File: src/rtl/mips_pkg.sv
// Shared MIPS datapath definitions: fetch FSM encodings and instruction constants.
package mips_pkg;
  localparam int INSTR_W = 32;
  localparam logic [INSTR_W-1:0] NOP           = '0;
  localparam logic [INSTR_W-1:0] HALT_WORD_DEF = 32'hFFFF_FFFF;

  typedef enum logic [1:0] {S_RESET, S_FETCH, S_HALT} state_t;
endpackage

File: src/rtl/ifid_reg.sv
// IF/ID pipeline register; reset/clear beat hold, hold beats load.
module ifid_reg
  import mips_pkg::*;
(
  input  logic               clk,
  input  logic               rst,
  input  logic               hold,
  input  logic               clr,
  input  logic               load,
  input  logic [INSTR_W-1:0] instr,
  input  logic [31:0]        pc_plus4,
  output logic [INSTR_W-1:0] instr_q,
  output logic [31:0]        pc_plus4_q,
  output logic               valid
);
  always_ff @(posedge clk) begin
    if (rst || clr) begin
      instr_q    <= NOP;
      pc_plus4_q <= '0;
      valid      <= 1'b0;
    end else if (load && !hold) begin
      instr_q    <= instr;
      pc_plus4_q <= pc_plus4;
      valid      <= 1'b1;
    end
  end
endmodule

File: src/rtl/fetch_stage.sv
// Instruction fetch: PC register, fetch FSM, redirect/stall/flush handling, IF/ID latch.
module fetch_stage
  import mips_pkg::*;
#(
  parameter logic [31:0]        RESET_PC  = 32'h0000_0000,
  parameter logic [INSTR_W-1:0] HALT_WORD = HALT_WORD_DEF
) (
  input  logic               Clk,
  input  logic               Rst,
  input  logic               Stall,
  input  logic               Flush,
  input  logic               BranchTaken,
  input  logic [31:0]        BranchTarget,
  input  logic               Jump,
  input  logic [31:0]        JumpTarget,
  output logic [31:0]        ImemAddr,
  input  logic [INSTR_W-1:0] ImemData,
  output logic [INSTR_W-1:0] IFID_Instr,
  output logic [31:0]        IFID_PCPlus4,
  output logic               IFID_Valid,
  output logic               Halted,
  output logic               AlignErr,
  output logic [31:0]        FetchCount
);
  state_t      state;
  logic [31:0] pc;
  logic        redirect, in_fetch, in_halt, is_halt;
  logic        ifid_clr, ifid_load, ifid_hold;
  logic [31:0] target, pc_plus4;

  assign ImemAddr = pc;
  assign pc_plus4 = pc + 32'd4;
  // Branch belongs to the older instruction, so it beats a jump in the same cycle.
  assign redirect = BranchTaken | Jump;
  assign target   = BranchTaken ? BranchTarget : JumpTarget;
  assign is_halt  = (ImemData == HALT_WORD);
  assign in_fetch = (state == S_FETCH);
  assign in_halt  = (state == S_HALT);

  assign ifid_clr  = (in_fetch && (redirect || Flush)) || in_halt;
  assign ifid_hold = in_fetch && Stall;
  assign ifid_load = in_fetch && !redirect && !Flush;

  ifid_reg u_ifid (
    .clk        (Clk),
    .rst        (Rst),
    .hold       (ifid_hold),
    .clr        (ifid_clr),
    .load       (ifid_load),
    .instr      (ImemData),
    .pc_plus4   (pc_plus4),
    .instr_q    (IFID_Instr),
    .pc_plus4_q (IFID_PCPlus4),
    .valid      (IFID_Valid)
  );

  always_ff @(posedge Clk) begin
    if (Rst) begin
      state      <= S_RESET;
      pc         <= RESET_PC;
      Halted     <= 1'b0;
      AlignErr   <= 1'b0;
      FetchCount <= '0;
    end else begin
      AlignErr <= 1'b0;
      case (state)
        S_RESET: state <= S_FETCH;
        S_FETCH: begin
          if (redirect) begin
            pc       <= {target[31:2], 2'b00};
            AlignErr <= |target[1:0];
          end else if (Flush) begin
            if (!Stall) pc <= pc_plus4;
          end else if (!Stall) begin
            FetchCount <= FetchCount + 32'd1;
            // The halt word is latched, but the PC stays on it.
            if (is_halt) begin
              state  <= S_HALT;
              Halted <= 1'b1;
            end else begin
              pc <= pc_plus4;
            end
          end
        end
        S_HALT: begin
          if (redirect) begin
            pc       <= {target[31:2], 2'b00};
            AlignErr <= |target[1:0];
            Halted   <= 1'b0;
            state    <= S_FETCH;
          end
        end
        default: state <= S_RESET;
      endcase
    end
  end
endmodule

File: config.mk
export PLATFORM = sky130hd
export DESIGN_NAME = fetch_stage
export DESIGN_NICKNAME = d
export VERILOG_FILES = /design/src/rtl/mips_pkg.sv /design/src/rtl/ifid_reg.sv /design/src/rtl/fetch_stage.sv
export SDC_FILE = /design/constraint.sdc
export NUM_CORES = 1
export LEC_CHECK = 0
export BUFFER_PORTS_ARGS = -buffer_cell sky130_fd_sc_hd__buf_2
export CAP_MARGIN = 0
export CORE_UTILIZATION = 45
export DETAILED_ROUTE_END_ITERATION = 7
export PLACE_DENSITY = 0.76
export SYNTH_ARGS = -nofsm -noshare
export SYNTH_HDL_FRONTEND = slang
export SYNTH_SLANG_ARGS = --single-unit
File: constraint.sdc
create_clock -name Clk -period 2.1 [get_ports Clk]
set_input_delay 0.21 -clock Clk [delete_from_list [all_inputs] [get_ports Clk]]
set_output_delay 0.21 -clock Clk [all_outputs]
set_load 0.005 [all_outputs]
## Yosys cells after proc, flatten, opt, wreduce, memory -nomap -nowiden

Cells that the tools add are included.

| cells by class | value |
|---|---|
| add/sub/neg operators | 2 |
| equal/unequal tests | 10 |
| multiplexer cells | 20 |
| bitwise gates (word level) | 5 |
| reduce and logical (&&, ||, !) cells | 20 |

Operator list:

| operator | count |
|---|---|
| two-way mux 32 bit | 7 |
| case mux 32 bit (2 select lines) | 1 |
| adder 32 x 1 -> 32 bit (second input constant) | 1 |
| adder 32 x 3 -> 32 bit (second input constant) | 1 |
| == test 32 bit (second input constant) | 1 |
| two-way mux 2 bit | 5 |
| inequality test 2 bit (second input constant) | 4 |
| AND reduction 4 bit | 2 |
| case mux 2 bit (3 select lines) | 1 |
| AND reduction 6 bit | 1 |
| logical AND 1 bit | 5 |
| two-way mux 1 bit | 5 |
| AND reduction 5 bit | 1 |
| inequality test 4 bit (second input constant) | 1 |
| inverter 1 bit | 4 |
| OR reduction 2 bit | 2 |
| zero test 1 bit | 3 |
| logical OR 1 bit | 3 |
| inequality test 3 bit (second input constant) | 1 |
| OR reduction 3 bit | 1 |
| == test 2 x 1 -> 1 bit (second input constant) | 1 |
| == test 2 bit (second input constant) | 1 |
| zero test 2 bit | 1 |
| inequality test 2 x 1 -> 1 bit (second input constant) | 1 |
| other kinds (3) | 3 |

| storage, ports and cells | value |
|---|---|
| register bits after elaboration | 133 |
| output and inout port bits | 131 |
| logic and storage cells | 65 |

## Logic depth before layout (Yosys ltp)

| depth | value |
|---|---|
| depth after elaboration | 6 |
| gate-level depth with buffers | 10 |
| mapped depth without buffers | 7 |

## By module

Synthesis repeated with hierarchy kept, for this count alone.

| unflattened totals | value |
|---|---|
| cells, all modules | 839 |
| area, all modules | 6,587.6 µm² |

Modules (own cells, without submodules):

| module | times used | cells each | area each (µm²) | seq. area each (µm²) |
|---|---|---|---|---|
| fetch_stage | 1 | 556 | 4,340.4 | 1,321.3 |
| ifid_reg | 1 | 283 | 2,247.2 | 1,301.2 |

## Worst setup path before layout

No wires, ideal clock.

| timing path | value |
|---|---|
| kind | reg2reg |
| start point | register pc[2], in the netlist ImemAddr[2] |
| end point | register pc[28], in the netlist ImemAddr[28] |
| setup time | 134 ps |
| arrival time | 2,192 ps |
| setup slack | -226 ps |
| stages on the path, launching flop included | 8 |
| buffers on the path | 1 |
| period minus slack after synthesis | 2,326 ps |
| path through | dfxtp_1 -> ha_1 -> nand4_1 -> nor4_1 -> buf_2 -> a31oi_1 -> o311ai_0 -> o31ai_1 |

| between the ends | value |
|---|---|
| longest elaborated chain between the ends | 6 |
| elaborated cells on any way between the ends | 7 |
| classes of those cells | add/sub (1); mux (6) |

Ends and longest elaborated chain:

| what | line | source |
|---|---|---|
| start: declaration | fetch_stage.sv:26 | `logic [31:0] pc;` |
| start signal: assignment | fetch_stage.sv:70 | `pc <= {target[31:2], 2'b00};` |
| start signal: assignment | fetch_stage.sv:73 | `if (!Stall) pc <= pc_plus4;` |
| start signal: assignment | fetch_stage.sv:81 | `pc <= pc_plus4;` |
| adder 32 x 3 -> 32 bit * | fetch_stage.sv:32 | `assign pc_plus4 = pc + 32'd4;` |
| two-way mux 32 bit | fetch_stage.sv:77 | `if (is_halt) begin` |
| two-way mux 32 bit | fetch_stage.sv:74 | `end else if (!Stall) begin` |
| two-way mux 32 bit * | fetch_stage.sv:72 | `end else if (Flush) begin` |
| two-way mux 32 bit * | fetch_stage.sv:69 | `if (redirect) begin` |
| case mux 32 bit (2 select lines) * | fetch_stage.sv:66 | `case (state)` |

Mark *: on every way between the ends. The rest lies on a longest branch, timed or not. The select of a mux whose other input is x is not followed.
A chain may end at the register's enable or synchronous reset.

## Worst setup path in the final report

| timing path | value |
|---|---|
| start point | register FetchCount[20] |
| end point | register FetchCount[31] |

| between the ends | value |
|---|---|
| longest elaborated chain between the ends | 1 |

Ends and longest elaborated chain:

| what | line | source |
|---|---|---|
| start: declaration | fetch_stage.sv:23 | `output logic [31:0] FetchCount` |
| start signal: assignment | fetch_stage.sv:75 | `FetchCount <= FetchCount + 32'd1;` |
| adder 32 x 1 -> 32 bit | fetch_stage.sv:75 |  |

No other way between the ends.

==> results by stage <==
Worst setup path:
- The critical path required time is 2.45 ns.
- The worst setup path is captured at a register.
- In this design, the stage delay of the slowest critical-path cell is 0.51 ns.
- Data arrives at the worst endpoint at 2.51 ns.
- The kind of cell with the highest combined delay on the critical path is simple AND/OR/NAND/NOR gates.
- Among the stages of the critical path, the cell type that occurs most often is sky130_fd_sc_hd__or4_1.
- The number of buffers and inverters on the critical path is 0.
- The type of the setup path with the least slack is reg2reg.
- The worst-path cell with the longest stage delay is sky130_fd_sc_hd__or4_1.
- Walking the worst path, the cells encountered are nand4_4 > or4_1 > or4_4 > or4_1 > a21oi_1.
- Of all nets on the critical path, the largest fanout is 6.
- The kind of start point of the critical path is a register.

STA:
- Setup repair after global routing could not meet its margin everywhere.
- The transition time of the tightest slew-check pin is 0.894 ns.
- The final critical path time including I/O delays and setup is 2.16 ns.
- The final worst-path setup slack is -0.0625 ns.
- Headroom to the max-slew limit came out at 40.1%.
- The setup skew after layout is 0.00806 ns.
- The final number of hold-violating endpoints was 0.
- Setup violations remaining at the end of the flow were counted as 4.
- The number of pins with negative max-slew slack in the final report is 0.
- The final critical path takes up 103% of the cycle.
- Based on the critical path, the design can be clocked at up to 462 MHz.

Yosys:
- The flip-flop and latch count after synthesis is 129.
- The fraction of the yosys area taken by sequential cells is 39.4%.
- In the synthesized netlist the dominant register cell turns out to be sky130_fd_sc_hd__dfxtp_1.
- The post-synthesis area per instance is 8.03 um^2.
- The synthesized instance count is 816.
- The number of synthesis warnings is 0.
- The cell area after synthesis is 6550 um^2.
- The synthesized design contains 0 enable-type register cells.
- The fraction of registers with async set or reset after synthesis is 0%.
- The unique cell type count in the Yosys netlist is 55.

Die:
- The area of the core is 14,000 um^2.
- Measured along the y axis, the die boundary spans 123 um.
- The die is 123 um wide.
- After floorplanning, the core was divided into 43 placement rows.
- The initial core utilization is 46.7%.
- The area of the die is 15,000 um^2.
- The number of I/O pins is 233.

Clock tree:
- The TritonCTS clock tree is done.
- Clock tree synthesis inserted a total of 17 buffers.
- The clock slew at the register clock pins of the worst setup and hold paths is 0.06 ns.
- The count of hold-fix buffers inserted at cts is 0.
- The H-tree was split into 4 levels.
- The clock passes through at most 2 buffers.
- For the worst-skew pair, the clock arrives at the later sink with an insertion delay of 0.43 ns.
- The TritonCTS sink count is 129.
- The buffer cell driving the clock tree root is sky130_fd_sc_hd__clkbuf_16.

Detailed routing:
- The residual antenna-violating net count after detailed routing is 0.
- The violation count after the first detailed-routing iteration is 483.
- The wire length per cell is 16.2 um.
- The total length of routed wires is 20,800 um.
- The length of the first detailed-routing pass in iterations is 5.
- The ratio of routed vias to standard cells is 5.61.
- In the routed design, unresolved DRC markers number 0.
- Detailed routing inserted a total of 7,215 vias.

Pwr:
- The total power divided by cell area is 927 nW/um^2.
- The worst-case IR drop observed on VDD is 0.620 mV.
- The leakage power summed over all cells is 3.89 nW.

Global route:
- The global router's overall resource usage is 27.1%.
- Entering global routing, the biggest net connects 64 pins.
- The initial antenna violation count is 2.
- The via count of the first global-routing pass is 6,313.
- The first global-routing pass estimated 31,700 um of wire.
- The total overflow reported by the global router is 0.

Status:
- The run finished, with violations left.
- The checks that failed: negative setup slack.

Hold path:
- The class of the tightest hold or removal check is in2reg.

Placed design:
- Once detailed placement completed, the half-perimeter wirelength came to 14,500 um.
- The final estimated routing congestion in global placement is 0.864.
- The number of buffers inserted by port buffering is 228.
- The number of placed instances, taps included is 1,244.
- The placement-stage worst setup slack is -0.0672 ns.

Cells and area:
- The number of nets in the finished design is 1,198.
- The library cells used most frequently in the layout, excluding fill and tap cells, are sky130_fd_sc_hd__buf_2, sky130_fd_sc_hd__dfxtp_1, sky130_fd_sc_hd__nand2_1.
- The synthesis-to-layout area growth is 39.9%.
- The proportion of layout cells with a drive suffix above 1 is 35.6%.
- Excluding fillers, the count of instances in the completed layout stands at 1,285.
- The library cell used most frequently in the layout, excluding fill and tap cells, is sky130_fd_sc_hd__buf_2.

Run:
- The max-cap violation count is 0.
-- state kept, by name (all words and copies together), names as in the netlist --
register / flops
state: 2
u_ifid.instr_q: 32
Halted: 1
u_ifid.valid: 1
FetchCount: 32
AlignErr: 1
u_ifid.pc_plus4_q: 30
ImemAddr: 30
-- kinds of logic (layout without fill, tap and decap cells) --
family	Yosys count	in the layout	share of synthesized area (%)
AO/OA/AOI/OAI	200	201	20.1
AND/OR/NAND/NOR	320	320	23.3
multiplexers	27	27	4.33
XOR/XNOR	48	48	6.42
other	1	6	0.0572
adder cells (fa/ha/maj)	6	6	1.15
flip-flops	129	129	39.4
buffers and inverters	85	368	5.21
-- cell type report --
| type | count | area (um^2) |
|---|---|---|
| diodes | 2 | 5.00 |
| clock buffers | 17 | 425 |
| clock inverters | 15 | 181 |
| fillers | 1192 | 4880 |
| inverters | 17 | 63.8 |
| multi-input cells | 606 | 3760 |
| flip-flops and latches | 129 | 2590 |
| well taps | 180 | 225 |
| repair buffers | 319 | 1910 |
-- cell usage after synthesis, types with 7 or more instances --
master	instances	share of area, %
sky130_fd_sc_hd__clkbuf_1	55	3.2
sky130_fd_sc_hd__nor3_1	15	1.1
sky130_fd_sc_hd__xor2_1	19	2.5
sky130_fd_sc_hd__inv_1	17	0.97
sky130_fd_sc_hd__nand2_1	109	6.2
sky130_fd_sc_hd__o21ai_0	19	1.5
sky130_fd_sc_hd__nor2_1	84	4.8
sky130_fd_sc_hd__nand4_1	26	2.5
sky130_fd_sc_hd__a21oi_1	70	5.3
sky130_fd_sc_hd__mux2i_1	16	2.4
sky130_fd_sc_hd__o31ai_1	20	2.3
sky130_fd_sc_hd__nand3_1	27	2.1
sky130_fd_sc_hd__o32ai_1	7	0.94
sky130_fd_sc_hd__a211oi_1	37	4.2
sky130_fd_sc_hd__xnor2_1	29	3.9
sky130_fd_sc_hd__or3_1	9	0.86
sky130_fd_sc_hd__o31a_1	8	1.1
sky130_fd_sc_hd__nor4_1	18	1.7
sky130_fd_sc_hd__a31oi_1	8	0.76
sky130_fd_sc_hd__o311ai_0	10	1.3
sky130_fd_sc_hd__dfxtp_1	129	39
sky130_fd_sc_hd__mux2_2	11	1.9
-- power breakdown --
| part | internal (W) | total [W] | switching [W] |
|---|---|---|---|
| Sequential | 0.00269 | 0.00290 | 0.000212 |
| Clock | 0.00188 | 0.00306 | 0.00118 |
| Combinational | 0.00106 | 0.00254 | 0.00147 |
| Total | 0.00563 | 0.00850 | 0.00287 |
-- per-stage QoR --
stage	utilization (%)	TNS (ns)	hold slack [ns]	power (W)	instance area, um^2
floorplan	-	-0.00873	0.346	0.00422	6610
global placement	60.2	-0.0317	0.438	0.00534	8450
detailed placement	60.2	-0.118	0.444	0.00537	8450
CTS	64.7	-0.144	0.0206	0.00843	9090
global route	65.2	-0.484	0.0282	0.00888	9160
finish	65.3	-0.138	0.0318	0.00850	9170
-- timing repair --
action / 4_1_cts / 5_1_grt
setup buffers: 3 / 3
pin swaps: 1 / 5
resized for setup: 1 / 9
endpoints found under the setup margin: 4 / 37
cloned: 0 / 1
-- worst min-delay path, delay by kind of cell --
kind                   cells  cell delay, ns
and+or+nand+nor            1            0.05
AOI/OAI and AO/OA          1            0.05
buffers and inverters      1            0.10
-- metal layers --
layer	global-route usage (%)	wire, um	vias up
li1	-	-	3506
met1	35.4	8750	3314
met3	6.83	1950	35
met5	0	0	-
met2	43.1	9740	360
met4	9.91	347	0
-- final timing paths --
check / from / endpoint / slack, ns / depth (start not counted)
min reg2reg: u_ifid.instr_q[23] / u_ifid.instr_q[23] / 0.45 / 2
min: ImemData[23] / u_ifid.instr_q[23] / 0.03 / 3
max reg2reg: FetchCount[20] / FetchCount[31] / -0.06 / 5
max: FetchCount[20] / FetchCount[31] / -0.06 / 5
No activity file was read; power rests on OpenSTA's default activity.
